### config.mk
export PLATFORM = sky130hd
export DESIGN_NAME = digit_serial_addsub
export DESIGN_NICKNAME = d
export VERILOG_FILES = /design/src/rtl/digit_serial_addsub.sv
export SDC_FILE = /design/constraint.sdc
export NUM_CORES = 1
export LEC_CHECK = 0
export ABC_AREA = 1
export ABC_CLOCK_PERIOD_IN_PS = 2980
export BUFFER_PORTS_ARGS = -buffer_cell sky130_fd_sc_hd__buf_2
export CORE_MARGIN = 8
export CORE_UTILIZATION = 28
export CTS_CLUSTER_DIAMETER = 50
export DETAILED_ROUTE_END_ITERATION = 12
export GPL_ROUTABILITY_DRIVEN = 0
export GPL_TIMING_DRIVEN = 1
export SYNTH_ARGS = -nofsm -noshare
export SYNTH_HDL_FRONTEND = slang
export SYNTH_SLANG_ARGS = --single-unit
### constraint.sdc
create_clock -name clk -period 2.98 [get_ports clk]
set_input_delay 0.149 -clock clk [delete_from_list [all_inputs] [get_ports clk]]
set_output_delay 0.149 -clock clk [all_outputs]
set_load 0.02 [all_outputs]
### src/rtl/digit_serial_addsub.sv
// ---------------------------------------------------------------------------
// digit_serial_addsub
//
// Two's-complement adder/subtractor that processes DIGIT bits per clock.
// An operation is accepted in IDLE, takes WIDTH/DIGIT RUN cycles (LSB slice
// first, ripple carry held in a register between slices) and is then held
// in DONE until the consumer takes it.
//
// Parameters
//   WIDTH      operand / result width in bits
//   DIGIT      bits per RUN cycle; WIDTH must be an integer multiple of DIGIT
//
// Ports
//   clk        sole clock, rising edge
//   rst        asynchronous active-high reset
//   in_valid   A, B and sub are valid
//   in_ready   block can accept an operation (IDLE only)
//   A, B       operands, two's complement
//   sub        0: A+B, 1: A-B
//   out_valid  result, carry_out, overflow are valid (DONE only)
//   out_ready  consumer accepts the result
//   result     sum or difference modulo 2^WIDTH
//   carry_out  carry from the MSB of A + (B or ~B) + sub (sub=1: 1 = no borrow)
//   overflow   signed overflow
// ---------------------------------------------------------------------------
module digit_serial_addsub #(
    parameter int WIDTH = 32,
    parameter int DIGIT = 8
) (
    input  logic             clk,
    input  logic             rst,
    input  logic             in_valid,
    output logic             in_ready,
    input  logic [WIDTH-1:0] A,
    input  logic [WIDTH-1:0] B,
    input  logic             sub,
    output logic             out_valid,
    input  logic             out_ready,
    output logic [WIDTH-1:0] result,
    output logic             carry_out,
    output logic             overflow
);

    localparam int NSLICE = WIDTH / DIGIT;
    localparam int CNT_W  = (NSLICE > 1) ? $clog2(NSLICE) : 1;

    typedef enum logic [1:0] {
        S_IDLE,
        S_RUN,
        S_DONE
    } state_t;

    state_t             state_q;
    logic               in_ready_q;
    logic               out_valid_q;
    logic [WIDTH-1:0]   a_q;
    logic [WIDTH-1:0]   b_q;        // effective B: already inverted for sub
    logic               carry_q;
    logic [CNT_W-1:0]   cnt_q;
    logic [WIDTH-1:0]   result_q;
    logic               ovf_q;

    logic [DIGIT:0]     slice_sum_d;
    logic [WIDTH-1:0]   result_d;
    logic               last_slice;

    // Operands are shifted right one digit per RUN cycle, so the slice being
    // added is always the low DIGIT bits; on the last slice those low bits
    // are the original MSB slice, which is what the overflow rule needs.
    assign slice_sum_d = {1'b0, a_q[DIGIT-1:0]}
                       + {1'b0, b_q[DIGIT-1:0]}
                       + {{DIGIT{1'b0}}, carry_q};

    // Result fills from the top: after NSLICE shifts the first slice sits in
    // the least significant position.
    assign result_d   = WIDTH'({slice_sum_d[DIGIT-1:0], result_q} >> DIGIT);
    assign last_slice = (cnt_q == CNT_W'(NSLICE - 1));

    // NOTE: every register here (including the operand/result datapath) is
    // reset so the outputs read zero the moment rst rises; state is updated
    // with non-blocking assignments only, so all reads in this block see the
    // pre-edge values.
    always_ff @(posedge clk or posedge rst) begin
        if (rst) begin
            state_q     <= S_IDLE;
            in_ready_q  <= 1'b1;
            out_valid_q <= 1'b0;
            a_q         <= '0;
            b_q         <= '0;
            carry_q     <= 1'b0;
            cnt_q       <= '0;
            result_q    <= '0;
            ovf_q       <= 1'b0;
        end else begin
            case (state_q)
                S_IDLE: begin
                    if (in_valid) begin
                        a_q        <= A;
                        b_q        <= sub ? ~B : B;
                        carry_q    <= sub;      // +1 completes the two's complement
                        cnt_q      <= '0;
                        in_ready_q <= 1'b0;
                        state_q    <= S_RUN;
                    end
                end

                S_RUN: begin
                    a_q      <= a_q >> DIGIT;
                    b_q      <= b_q >> DIGIT;
                    result_q <= result_d;
                    carry_q  <= slice_sum_d[DIGIT];
                    cnt_q    <= cnt_q + CNT_W'(1);
                    if (last_slice) begin
                        // Operand MSBs agree but the sum MSB differs.
                        ovf_q       <= (a_q[DIGIT-1] == b_q[DIGIT-1]) &&
                                       (slice_sum_d[DIGIT-1] != a_q[DIGIT-1]);
                        out_valid_q <= 1'b1;
                        state_q     <= S_DONE;
                    end
                end

                S_DONE: begin
                    // in_ready rises only after the consume edge, so nothing
                    // is accepted in the cycle the result is taken.
                    if (out_ready) begin
                        out_valid_q <= 1'b0;
                        in_ready_q  <= 1'b1;
                        state_q     <= S_IDLE;
                    end
                end

                default: begin
                    out_valid_q <= 1'b0;
                    in_ready_q  <= 1'b1;
                    state_q     <= S_IDLE;
                end
            endcase
        end
    end

    assign in_ready  = in_ready_q;
    assign out_valid = out_valid_q;
    assign result    = result_q;
    assign carry_out = carry_q;
    assign overflow  = ovf_q;

endmodule

==> impl_metrics.tcl, run 1 <==
set metrics [dict create \
    status "finished clean" \
    dieArea_mm2 0.02144 \
    synth_top_area_share_pct 54.13 \
    end_kind "register" \
    dr.pass1.iters 5 \
    synthAdderAreaFrac_pct 2.943 \
    drt-initial-drc-count 217 \
    clk_pin_slew_ps 70 \
    cts-resized-gates 0 \
    yosys.area.top_type "dfrtp_1" \
    cts_buffers 9 \
    clock_path_buffers 2 \
    grt_max_degree 68 \
    synthMuxAreaShare_pct 0 \
    syn_to_final_growth_pct 22.33 \
    cpMaxStageDelayCell "inv_2" \
    cts-root-buf "clkbuf_16" \
    vias 3678 \
    yosys_warnings 0 \
    finalInstanceArea_mm2 0.005826 \
    slew_headroom_pct 41.64 \
    dieHeight_um 146.4 \
    drc 0 \
    synthesis.nets 598 \
    synthCells 519 \
    ios 105 \
    ys.flop_type "dfrtp_1" \
    p_per_area_mw_per_mm2 1152 \
    avgRoutedWirePerCell_um 14.15 \
    avgSynthCellArea_um2 9.175 \
    worstPathArrival_ps 2380 \
    std_cell_rows 47 \
    ys_async_sr_fraction_pct 100.0 \
    grt.overflow.total 0 \
    criticalPathCategory "register to register" \
    yosys.cell_count.top_type "nand2_1" \
    crit_chain "nor2_2 > nand2_4 > nand2_4 > inv_2 > a22oi_1 > o21ai_1" \
    synth-xor-area-share_pct 6.069 \
    tritoncts "yes" \
    hp-class "input port to register" \
    worst_pin_slew_ps 875.4 \
    finalCritPeriodShare_pct 70.94 \
    p_clk_share_pct 18.6 \
    syn_area_mm2 0.004762 \
    max_stage_delay_ps 660 \
    ys_seq_area_share_pct 54.68 \
    maxCapViolCount 0 \
    required_ps 3250 \
    cp_max_fo 50 \
    start_kind "register" \
    p_sw_w 0.002847 \
    place_area_mm2 0.005475 \
    combPwrFrac_pct 44.5 \
    leakagePower_nw 2.911 \
    power_frac_seq_pct 36.9 \
    critPathLaunch "state_q[1]" \
    finalSetupViolCount 0 \
    finalHoldViolCount 0 \
    p_sw_share_pct 42.43 \
    reg2reg_from "state_q[1]" \
    rsz0062_at_grt "no" \
    drv_slew 0 \
    fin_tns_setup_ps 0 \
    reg2reg_depth 6 \
    detail-route-antenna-nets 0 \
    synth_top_family_by_area "simple AND/OR/NAND/NOR gates" \
    synth_area_leaders "dfrtp_1 (54%), nand2_1 (14%), xnor2_1 (6.1%), a22oi_1 (3.3%), inv_1 (3.1%)" \
    fin_skew_ps 5.498 \
    drt-vias-per-instance 4.389 \
    critical-path-top-delay-family "buffers and inverters" \
    yosys-top-cells-count "nand2_1 (182), dfrtp_1 (103), inv_1 (39)" \
    initial_core_util_pct 28.72 \
    yosysUniqueCellTypes 26 \
    clk_latency_ps 340 \
    wl_um 11860 \
    worstHoldStart "A[28]" \
    hold_depth 3 \
    worst-path-buf-inv 1 \
    ys_ff_latch 104 \
    synth_simple_gate_area_share_pct 17.34 \
    internal-power_w 0.003864 \
    layout.nets 693 \
    die_x_um 146.4 \
    ir_worst_vdd_uv 530.9 \
    portBuffers 104 \
    cp.depth 6 \
    drive_gt1_share_pct 21.20 \
    coreArea_mm2 0.01658 \
    dpl.hpwl_um 8234 \
    grt_pass1_vias 3826 \
    synth_edf_count 0 \
    grt_usage_pct 11.30 \
    clock-sinks 104 \
    cts_htree_levels 3 \
    antenna_cells 0 \
    min_period_ps 2114 \
    grt_pass1_wl_um 19820 \
    synth_compound_area_share_pct 12.98 \
    path_common_cell "nand2_4" \
    grt_antenna_before_repair 0 \
    fmax_mhz 473.0 \
]
## metrics by stage
step / hold slack [ps] / setup slack (ps) / power [W] / utilization (%) / std cells
after detailed placement: 353.6 / 826.1 / 0.005544 / 33.02 / 819
after global routing: 22.73 / 602.2 / 0.007340 / 35.13 / 838
after floorplan: 265.6 / 100.5 / 0.004697 / - / 519
after global placement: 353.2 / 866.4 / 0.005479 / 33.02 / 819
final: 13.11 / 865.9 / 0.006711 / 35.13 / 838
after CTS: 0.001749 / 818.0 / 0.006823 / 35.13 / 838
## flip-flops by register name (all words and copies together) (netlist names)
register	count
out_valid	1
b_q	32
state_q	2
a_q	32
carry_out	1
cnt_q	2
result	32
in_ready	1
overflow	1
## tightest hold or removal path, delay by kind of cell
kind                   cells  cell delay (ps)
AND/OR/NAND/NOR            2              100
buffers and inverters      1               80
## kinds of logic (layout without fill, tap and decap cells)
group / after synthesis / count (layout)
DFF: 104 / 104
xor gates and xnor gates: 33 / 33
and+or+nand+nor: 208 / 208
adders and majority gates: 10 / 10
AOI/OAI and AO/OA: 94 / 94
buffers and inverters: 70 / 169
## routing by layer
layer	GRT usage, %	routed length [um]	up-vias
met3	3.276	660	13
met2	17.11	5298	85
met5	0	0	-
met4	4.070	171	0
met1	15.03	5725	1697
li1	-	-	1883
## power groups by stage
stage          clock network [W]  logic (W)  registers (W)
6_report                 0.00125    0.00299        0.00248
5_1_grt                  0.00133    0.00345        0.00256
4_1_cts                  0.00129    0.00306        0.00248
3_5_place_dp                   0    0.00304        0.00250
3_3_place_gp                   0    0.00298        0.00249
2_1_floorplan                  0    0.00202        0.00267
## placed cells by master (no fill, tap or decap), types with 3 or more instances in the layout
cell type and count:
nand2_1 182, buf_2 104, dfrtp_1 103, inv_1 38, xnor2_1 33, o21ai_0 23
a22oi_1 21, nand3_1 14, o211ai_1 14, o221ai_1 9, o21ai_1 9, clkbuf_16 9
ha_1 8, nor2_1 7, o22ai_1 7, a21oi_1 6, a22o_1 4, dlygate4sd3_1 4
inv_2 3, buf_4 3
## final timing paths
check,end,slack [ps]
max,b_q[8],870
min,a_q[28],10
max reg2reg,b_q[8],870
min reg2reg,result[6],470
max in group asynchronous,in_ready,1700
min in group asynchronous,a_q[12],530
## cell type report
type                    count  area [um2]
clock buffers              10       229.0
clock inverters             5       81.33
fillers                  1747       10760
inverters                  42       160.2
multi-input cells         345        1873
flip-flops and latches    104        2604
well taps                 220       275.3
repair buffers            112       603.1
## repair_timing
action	4_1_cts	5_1_grt
setup endpoints to repair	0	0
hold endpoints to repair	13	0
setup buffers	0	0
hold buffers	4	0
(Power assumes the default switching activity.)
==> run 2, diff against run 1 <==
Settings changed: ABC_CLOCK_PERIOD_IN_PS 2980 to 2009.
Clock period 2.98 ns to 2.01 ns, I/O delays scaled along.
==> run 2 against run 1 <==
  * Design area rose by 5.2%
  * Maximum frequency rose by 24%
  * Via count rose by 5.7%
  * Register-to-register slack got worse by 560 ps
  * Highest routed layer unchanged
  * Largest cell class unchanged
  * Sequential share of layout area fell by 2.2 points
==> impl_metrics.tcl, run 2 (synthesis results as in run 1) <==
set metrics [dict create \
    ir_worst_vdd_uv 834.1 \
    layout.nets 725 \
    dieHeight_um 146.4 \
    rsz0062_at_grt "no" \
    drt-initial-drc-count 210 \
    fin_ws_ps 305.9 \
    final_common_cell "nand2_1" \
    dp_cells 826 \
    dieArea_mm2 0.02144 \
    layoutNonFillerInstCount 870 \
    vias 3887 \
    grt_pass1_vias 4038 \
    worst_pin_slew_ps 871.3 \
    fin_skew_ps 8.723 \
    finalInstanceArea_mm2 0.006130 \
    slew_headroom_pct 41.83 \
    cts-resized-gates 0 \
    status "finished clean" \
    pre_cts_ws_ps 316.6 \
    postCtsSetupBuffers 0 \
    p_per_area_mw_per_mm2 1636 \
    dpl.hpwl_um 8317 \
    antenna_cells 0 \
    finalHoldViolCount 0 \
    min_period_ps 1704 \
    initial_core_util_pct 28.72 \
    cp_max_fo 4 \
    drive_gt1_share_pct 21.23 \
    cts-hold-fix-buffers 29 \
    dr.pass1.iters 4 \
    worstPathArrival_ps 1940 \
    clk_latency_ps 350 \
    wl_um 12220 \
    place_area_mm2 0.005542 \
    maxCapViolCount 0 \
    grt_pass1_wl_um 20760 \
    grt_antenna_before_repair 0 \
    filler_cell_count 1747 \
    leakagePower_nw 3.043 \
    die_x_um 146.4 \
    grt_usage_pct 11.85 \
    end_kind "register" \
    cts-root-buf "clkbuf_16" \
    grt.overflow.total 0 \
    criticalPathCategory "register to register" \
    clock-sinks 104 \
    coreArea_mm2 0.01658 \
    start_kind "register" \
    hp-class "input port to register" \
    finalCritPeriodShare_pct 84.78 \
    avgRoutedWirePerCell_um 14.04 \
    required_ps 2250 \
    detail-route-antenna-nets 0 \
    fmax_mhz 586.8 \
    syn_to_final_growth_pct 28.72 \
    grt_max_degree 105 \
    cts_buffers 9 \
    portBuffers 104 \
    std_cell_rows 47 \
    drv_slew 0 \
    holdWs_ps 18.80 \
    fin_tns_setup_ps 0 \
    clock_path_buffers 2 \
    ios 105 \
    drt-vias-per-instance 4.468 \
    drc 0 \
    cts_htree_levels 3 \
    final_cell_mix "nand2_1 (182), buf_2 (104), dfrtp_1 (103)" \
    finalSetupViolCount 0 \
    tritoncts "yes" \
    clk_pin_slew_ps 70 \
]
[run 2: per-layer routing]
layer | track usage, % | vias to the layer above | share of wire, % | wire (um)
met4 | 4.019 | 0 | 2.1 | 262
met5 | 0 | - | 0 | 0
met3 | 3.801 | 16 | 5.1 | 624
li1 | - | 1953 | - | -
met2 | 18.45 | 96 | 46 | 5576
met1 | 15.20 | 1822 | 47 | 5751
[run 2: through the flow]
stage | util (%) | power [W]
after global routing | 36.96 | 0.01099
after CTS | 36.96 | 0.01020
final | 36.96 | 0.01003
after global placement | 33.42 | 0.008247
after floorplan | - | 0.006964
after detailed placement | 33.42 | 0.008344
[run 2: cell type report]
class	instances	area [um2]	area share [%]
clock buffer	11	242.7	3.960
clock inverter	4	55.05	0.8981
inverter	42	161.4	2.633
multi-input combinational	345	1873	30.56
sequential	104	2604	42.48
tap	220	275.3	4.491
timing repair buffer	144	918.4	14.98
[run 2: final timing paths]
path	from	endpoint	slack [ps]	cells past startpoint
max reg2reg	carry_out	carry_out	310	10
max in group asynchronous	rst	a_q[9]	1110	4
min reg2reg	result[6]	result[6]	470	2
max	carry_out	carry_out	310	10
min	A[6]	a_q[6]	20	3
min in group asynchronous	rst	result[10]	420	4
[run 2: where the power goes]
group          internal [W]  switching [W]
Combinational       0.00166        0.00296
Sequential          0.00310       0.000571
Clock              0.000997       0.000746
Total               0.00575        0.00428
[run 2: worst max-delay path, cell delays in order (launching register included)]
cell and delay (ps):
dfrtp_1 410, fa_1 450, inv_1 90, fa_1 160, inv_1 70, nand3_1 100, nand3_1 100, nand2_1 70
nand2_1 50, nand2_1 60, nand2_1 50
